===== src/rtl/uart_rx.sv =====
// uart_rx: asynchronous serial receiver, 8N1, LSB first.
//
// The receiver oversamples a single serial pin. It rebuilds each byte and
// presents it on a valid/ready holding register. Framing errors and
// overruns are flagged with one-cycle pulses.
//
// Build option:
//   UART_RX_PARITY_EN - when defined, an even-parity bit is expected
//                       between data bit 7 and the stop bit.
//
// Parameters:
//   CLKS_PER_BIT  clock cycles per serial bit (>= 4), default 52
//
// Ports:
//   clock        in   single clock, rising edge
//   reset        in   synchronous, active-high reset
//   rx           in   serial line, idle high, asynchronous to clock
//   data         out  received byte, stable while valid is high
//   valid        out  holding register full
//   ready        in   consumer accepts data when valid & ready
//   framing_err  out  one-cycle pulse: stop bit sampled low
//   parity_err   out  one-cycle pulse: parity mismatch (0 without parity)
//   overrun      out  one-cycle pulse: completed byte dropped
//   busy         out  high whenever the FSM is not idle
module uart_rx #(
  parameter int CLKS_PER_BIT = 52
) (
  input  logic       clock,
  input  logic       reset,
  input  logic       rx,
  output logic [7:0] data,
  output logic       valid,
  input  logic       ready,
  output logic       framing_err,
  output logic       parity_err,
  output logic       overrun,
  output logic       busy
);

  localparam int HALF = CLKS_PER_BIT / 2;
  localparam int CW   = $clog2(CLKS_PER_BIT);

  localparam logic [CW-1:0] CNT_LAST = CW'(CLKS_PER_BIT - 1);
  localparam logic [CW-1:0] CNT_MID  = CW'(HALF - 1);

  typedef enum logic [2:0] {
    IDLE,
    START,
    DATA,
`ifdef UART_RX_PARITY_EN
    PARITY,
`endif
    STOP
  } state_t;

  state_t        state_q, state_d;
  logic [CW-1:0] cnt_q, cnt_d;
  logic [2:0]    idx_q, idx_d;
  logic [7:0]    shift_q, shift_d;
  logic [7:0]    data_q, data_d;
  logic          valid_q, valid_d;
  logic          ferr_q, ferr_d;
  logic          ovr_q, ovr_d;
  logic          parOk;

  logic          sync1_q, rxS_q, rxPrev_q;

`ifdef UART_RX_PARITY_EN
  logic          par_q, par_d;
  logic          perr_q, perr_d;
`endif

  // Two-flop synchronizer plus one delay stage for falling-edge detection.
  // Reset to the idle-line level so that reset never looks like a start bit.
  always_ff @(posedge clock) begin
    if (reset) begin
      sync1_q  <= 1'b1;
      rxS_q    <= 1'b1;
      rxPrev_q <= 1'b1;
    end else begin
      sync1_q  <= rx;
      rxS_q    <= sync1_q;
      rxPrev_q <= rxS_q;
    end
  end

  always_ff @(posedge clock) begin
    if (reset) begin
      state_q <= IDLE;
      cnt_q   <= '0;
      idx_q   <= '0;
      shift_q <= '0;
      data_q  <= '0;
      valid_q <= 1'b0;
      ferr_q  <= 1'b0;
      ovr_q   <= 1'b0;
`ifdef UART_RX_PARITY_EN
      par_q   <= 1'b0;
      perr_q  <= 1'b0;
`endif
    end else begin
      state_q <= state_d;
      cnt_q   <= cnt_d;
      idx_q   <= idx_d;
      shift_q <= shift_d;
      data_q  <= data_d;
      valid_q <= valid_d;
      ferr_q  <= ferr_d;
      ovr_q   <= ovr_d;
`ifdef UART_RX_PARITY_EN
      par_q   <= par_d;
      perr_q  <= perr_d;
`endif
    end
  end

  always_comb begin
    state_d = state_q;
    cnt_d   = cnt_q;
    idx_d   = idx_q;
    shift_d = shift_q;
    data_d  = data_q;
    // A handshake empties the holding register unless a new byte lands on
    // the same edge (handled in STOP below).
    valid_d = valid_q & ~ready;
    ferr_d  = 1'b0;
    ovr_d   = 1'b0;
    parOk   = 1'b1;
`ifdef UART_RX_PARITY_EN
    par_d   = par_q;
    perr_d  = 1'b0;
`endif

    case (state_q)
      IDLE: begin
        // Only a fresh 1->0 transition starts a frame; a line stuck low does not.
        if (rxPrev_q && !rxS_q) begin
          state_d = START;
          cnt_d   = '0;
        end
      end

      START: begin
        cnt_d = cnt_q + CW'(1);
        if (cnt_q == CNT_MID) begin
          if (!rxS_q) begin
            state_d = DATA;
            cnt_d   = '0;
            idx_d   = '0;
          end else begin
            state_d = IDLE;
          end
        end
      end

      DATA: begin
        cnt_d = cnt_q + CW'(1);
        if (cnt_q == CNT_LAST) begin
          // Right shift: the first bit received settles into bit 0.
          shift_d = {rxS_q, shift_q[7:1]};
          cnt_d   = '0;
          idx_d   = idx_q + 3'd1;
          if (idx_q == 3'd7) begin
`ifdef UART_RX_PARITY_EN
            state_d = PARITY;
`else
            state_d = STOP;
`endif
          end
        end
      end

`ifdef UART_RX_PARITY_EN
      PARITY: begin
        cnt_d = cnt_q + CW'(1);
        if (cnt_q == CNT_LAST) begin
          par_d   = rxS_q;
          cnt_d   = '0;
          state_d = STOP;
        end
      end
`endif

      STOP: begin
        cnt_d = cnt_q + CW'(1);
        if (cnt_q == CNT_LAST) begin
          state_d = IDLE;
          cnt_d   = '0;
`ifdef UART_RX_PARITY_EN
          // Even parity: data bits plus parity bit hold an even count of ones.
          parOk  = (par_q == ^shift_q);
          perr_d = ~parOk;
`endif
          ferr_d = ~rxS_q;
          if (rxS_q && parOk) begin
            if (!valid_q || ready) begin
              data_d  = shift_q;
              valid_d = 1'b1;
            end else begin
              ovr_d = 1'b1;
            end
          end
        end
      end

      default: state_d = IDLE;
    endcase
  end

  assign data        = data_q;
  assign valid       = valid_q;
  assign framing_err = ferr_q;
  assign overrun     = ovr_q;
  assign busy        = (state_q != IDLE);

`ifdef UART_RX_PARITY_EN
  assign parity_err  = perr_q;
`else
  assign parity_err  = 1'b0;
`endif

endmodule


===== config.mk =====
export PLATFORM = sky130hd
export DESIGN_NAME = uart_rx
export DESIGN_NICKNAME = d
export VERILOG_FILES = /design/src/rtl/uart_rx.sv
export SDC_FILE = /design/constraint.sdc
export NUM_CORES = 1
export LEC_CHECK = 0
export CORE_ASPECT_RATIO = 0.6
export CORE_UTILIZATION = 40
export DETAILED_ROUTE_END_ITERATION = 6
export GPL_ROUTABILITY_DRIVEN = 0
export PLACE_DENSITY = 0.68
export SYNTH_ARGS = -nofsm -noshare
export SYNTH_HDL_FRONTEND = slang
export SYNTH_SLANG_ARGS = --single-unit

===== constraint.sdc =====
create_clock -name clock -period 5 [get_ports clock]
set_clock_uncertainty 0.15 [all_clocks]
set_input_delay 0.75 -clock clock [delete_from_list [all_inputs] [get_ports clock]]
set_output_delay 0.75 -clock clock [all_outputs]
set_load 0.02 [all_outputs]

==> key figures <==
CTS
  • TritonCTS Buffers: 5
  • Clk sinks: 33
  • Post-CTS Setup Inserts: 0
  • TritonCTS clock tree: done
  • Post-cts resize count: 0
  • CTS Hold Bufs: 0
  • Clock Latency Late Sink: 0.27 ns
  • Worst-path clk slew: 0.07 ns
  • CTS Root Cell: clkbuf_8
  • # H-tree levels: 2
  • Clock buffer depth: 2

Floorplan
  • Chip height: 48.1 µm
  • Core Region: 3320 µm²
  • Boundary Pins: 17
  • Cell Rows: 16
  • Horiz. Die Dim: 78.8 µm
  • Initial core utilization: 42.6%
  • DIE AREA: 3790 µm²

Critical path
  • R2R Path Start: cnt_q[4]
  • Endpoint class of the critical path: primary output
  • Critical Path Source Type: flip-flop
  • CP Data Arrival Time: 1.71 ns
  • Register-to-register setup slack: 2.83 ns
  • CP Class: flip-flop to primary output
  • Critical Path RT: 4.10 ns
  • Reg2reg path depth: 4
  • Reg-to-reg endpoint: data[1]
  • Critical path peak fanout: 12

Run
  • Max Cap Violations: 0

Synth
  • Post-synthesis cell area: 1420 µm²
  • Sequential area share after synthesis: 46.6%
  • Synth cell types: 35
  • Post-Syn Area per Cell: 9.70 µm²
  • Synth Register Bits: 33
  • Synthesized instance count: 146
  • Yosys warnings: 0
  • Syn Nets: 154

Timing
  • Tcrit/Tclk final: 52.1%
  • Slew headroom: 40.1%
  • FMAX: 384 MHz
  • Final Hold Vio Count: 0
  • Setup TNS: 0 ns
  • Endpoints failing setup: 0
  • Period minus WS final: 2.61 ns
  • Worst Slack Setup Final: 2.39 ns
  • Slew at the pin closest to its max-slew limit: 0.896 ns
  • RSZ-0062 raised after global routing: no
  • Final slew viol count: 0

Finish
  • Fraction of layout cells with a size suffix above 1: 8.75%
  • Layout overhead on the synthesized area: 18.9%
  • Most frequent cells in the layout: dfxtp_1 (33), nor2_1 (27), mux2i_1 (16)
  • Final #Nets: 167
  • Final non-filler cell area: 1680 µm²
  • Fillers: 317
  • Ant diodes: 0
  • Most common library cell in the layout ignoring fill and taps: dfxtp_1

Route
  • Pre-antenna DRT Iters: 4
  • Vias: 1,056
  • # DRC: 0
  • Routed wire length: 2580 µm
  • Routed length per placed instance: 12.6 µm
  • Routed Antenna Nets: 0
  • Vias per inst: 5.15
  • Drt first-iter violations: 65

Global routing
  • Initial antenna violation count: 0
  • GRT Total Usage: 14.9%
  • GR Overflow Total: 0
  • Vias in the first global route: 895
  • Global-route wire length before repair: 4150 µm
  • Pin count of the biggest net entering global routing: 28

Min path
  • Hold Path Depth: 1
  • Hold Crit Endpoint: rxS_q
  • Worst Hold Launch: sync1_q
  • Worst min-delay path class: flip-flop to flip-flop

Placed design
  • PortBufs: 15
  • Cell Area, Placed: 1570 µm²
  • Worst slack at placement: 2.38 ns
  • Detailed Place HPWL: 1880 µm

Pwr
  • P_int: 0.436 mW
  • Power per Cell Area: 321 nW/µm²
  • Psw: 0.105 mW
  • Leak: 0.580 nW
  • Clock share of power: 46.6%
  • Switching share of power: 19.4%
  • Sequential power share: 49.9%
  • Max VDD drop: 0.140 mV
  • Comb pwr share: 3.5%

Status
  • Status: finished, final reports clean
-- layer usage --
layer  global-route usage, %  vias to the layer above  wire length, µm
met4                    4.36                        0               21
met5                       0                        -                0
met2                    24.0                       27             1140
li1                        -                      526                -
met3                    5.79                        2              158
met1                    19.2                      501             1260
-- worst max-delay path, stage by stage, from the launching register on --
cell,delay (ns)
dfxtp_1,0.57
nor2_1,0.19
inv_1,0.08
clkdlybuf4s50_1,0.59
-- power by group through the flow --
stage          Clock [mW]  Combinational (mW)  Sequential, mW
2_1_floorplan           0              0.0158           0.274
3_3_place_gp            0              0.0189           0.275
3_5_place_dp            0              0.0193           0.276
4_1_cts             0.257              0.0193           0.270
5_1_grt             0.270              0.0212           0.270
6_report            0.252              0.0192           0.270
-- metrics by stage --
step                      utilization (%)  cells  hold slack, ns  total power [mW]
final                                50.7    205           0.269             0.541
after detailed placement             47.2    197           0.247             0.295
after floorplan                         -    146           0.239             0.290
after global placement               47.2    197           0.245             0.294
after CTS                            50.7    205           0.272             0.546
after global routing                 50.7    205           0.287             0.561
-- logic make-up (layout without fill, tap and decap cells) --
group	after synthesis	count (layout)	share of synthesized area (%)
and+or+nand+nor	57	57	22.7
DFF	33	33	46.6
AOI/OAI and AO/OA	17	17	7.51
muxes	16	16	11.3
buffers and inverters	13	27	4.95
xor gates and xnor gates	5	5	3.09
adders and majority gates	4	4	3.53
other	1	1	0.265
-- cell type report --
type,instances,area [µm²],share of cell area [%]
well taps,45,56.3,3.34
clock buffers,7,86.3,5.13
clock inverters,1,30.0,1.78
repair buffers,15,150,8.92
inverters,4,15.0,0.892
multi-input cells,100,686,40.7
flip-flops and latches,33,661,39.2
-- sequential cells by signal, indices dropped and copies added (netlist names) --
signal and cells:
rxS_q 1, valid 1, framing_err 1, cnt_q 6
state_q 2, overrun 1, sync1_q 1, shift_q 8
rxPrev_q 1, data 8, idx_q 3
-- how the worst max path moves through the flow --
stage,from,to,cells past startpoint
4_1_cts,state_q[1],busy,3
6_report,state_q[1],busy,3
3_5_place_dp,reset,cnt_q[1],3
3_3_place_gp,reset,cnt_q[1],3
5_1_grt,state_q[1],busy,3
2_1_floorplan,state_q[1],busy,3
-- cell usage after synthesis (all sizes together) --
cell | number | share of area [%]
nand3b | 3 | 1.6
or4b | 1 | 0.71
and2 | 1 | 0.44
clkbuf | 4 | 1.1
o21ai | 1 | 0.35
nor3b | 1 | 0.88
xnor2 | 5 | 3.1
nand2b | 2 | 0.88
a211oi | 3 | 1.6
nor2 | 27 | 7.2
o31ai | 1 | 0.53
nor3 | 2 | 0.71
nand4b | 2 | 1.2
nand4 | 2 | 0.88
or3b | 1 | 0.79
a221o | 1 | 0.71
buf | 5 | 2.8
nand3 | 3 | 1.1
or3 | 1 | 0.44
mux2i | 16 | 11
and4b | 1 | 0.79
dfxtp | 33 | 47
a221oi | 1 | 0.62
or2 | 3 | 1.3
nor4b | 1 | 1.7
o21a | 1 | 0.53
conb | 1 | 0.26
ha | 4 | 3.5
nor2b | 1 | 0.44
nand2 | 4 | 1.1
inv | 4 | 1.1
and4 | 1 | 0.62
a21oi | 9 | 3.2
(Power assumes the default switching activity.)
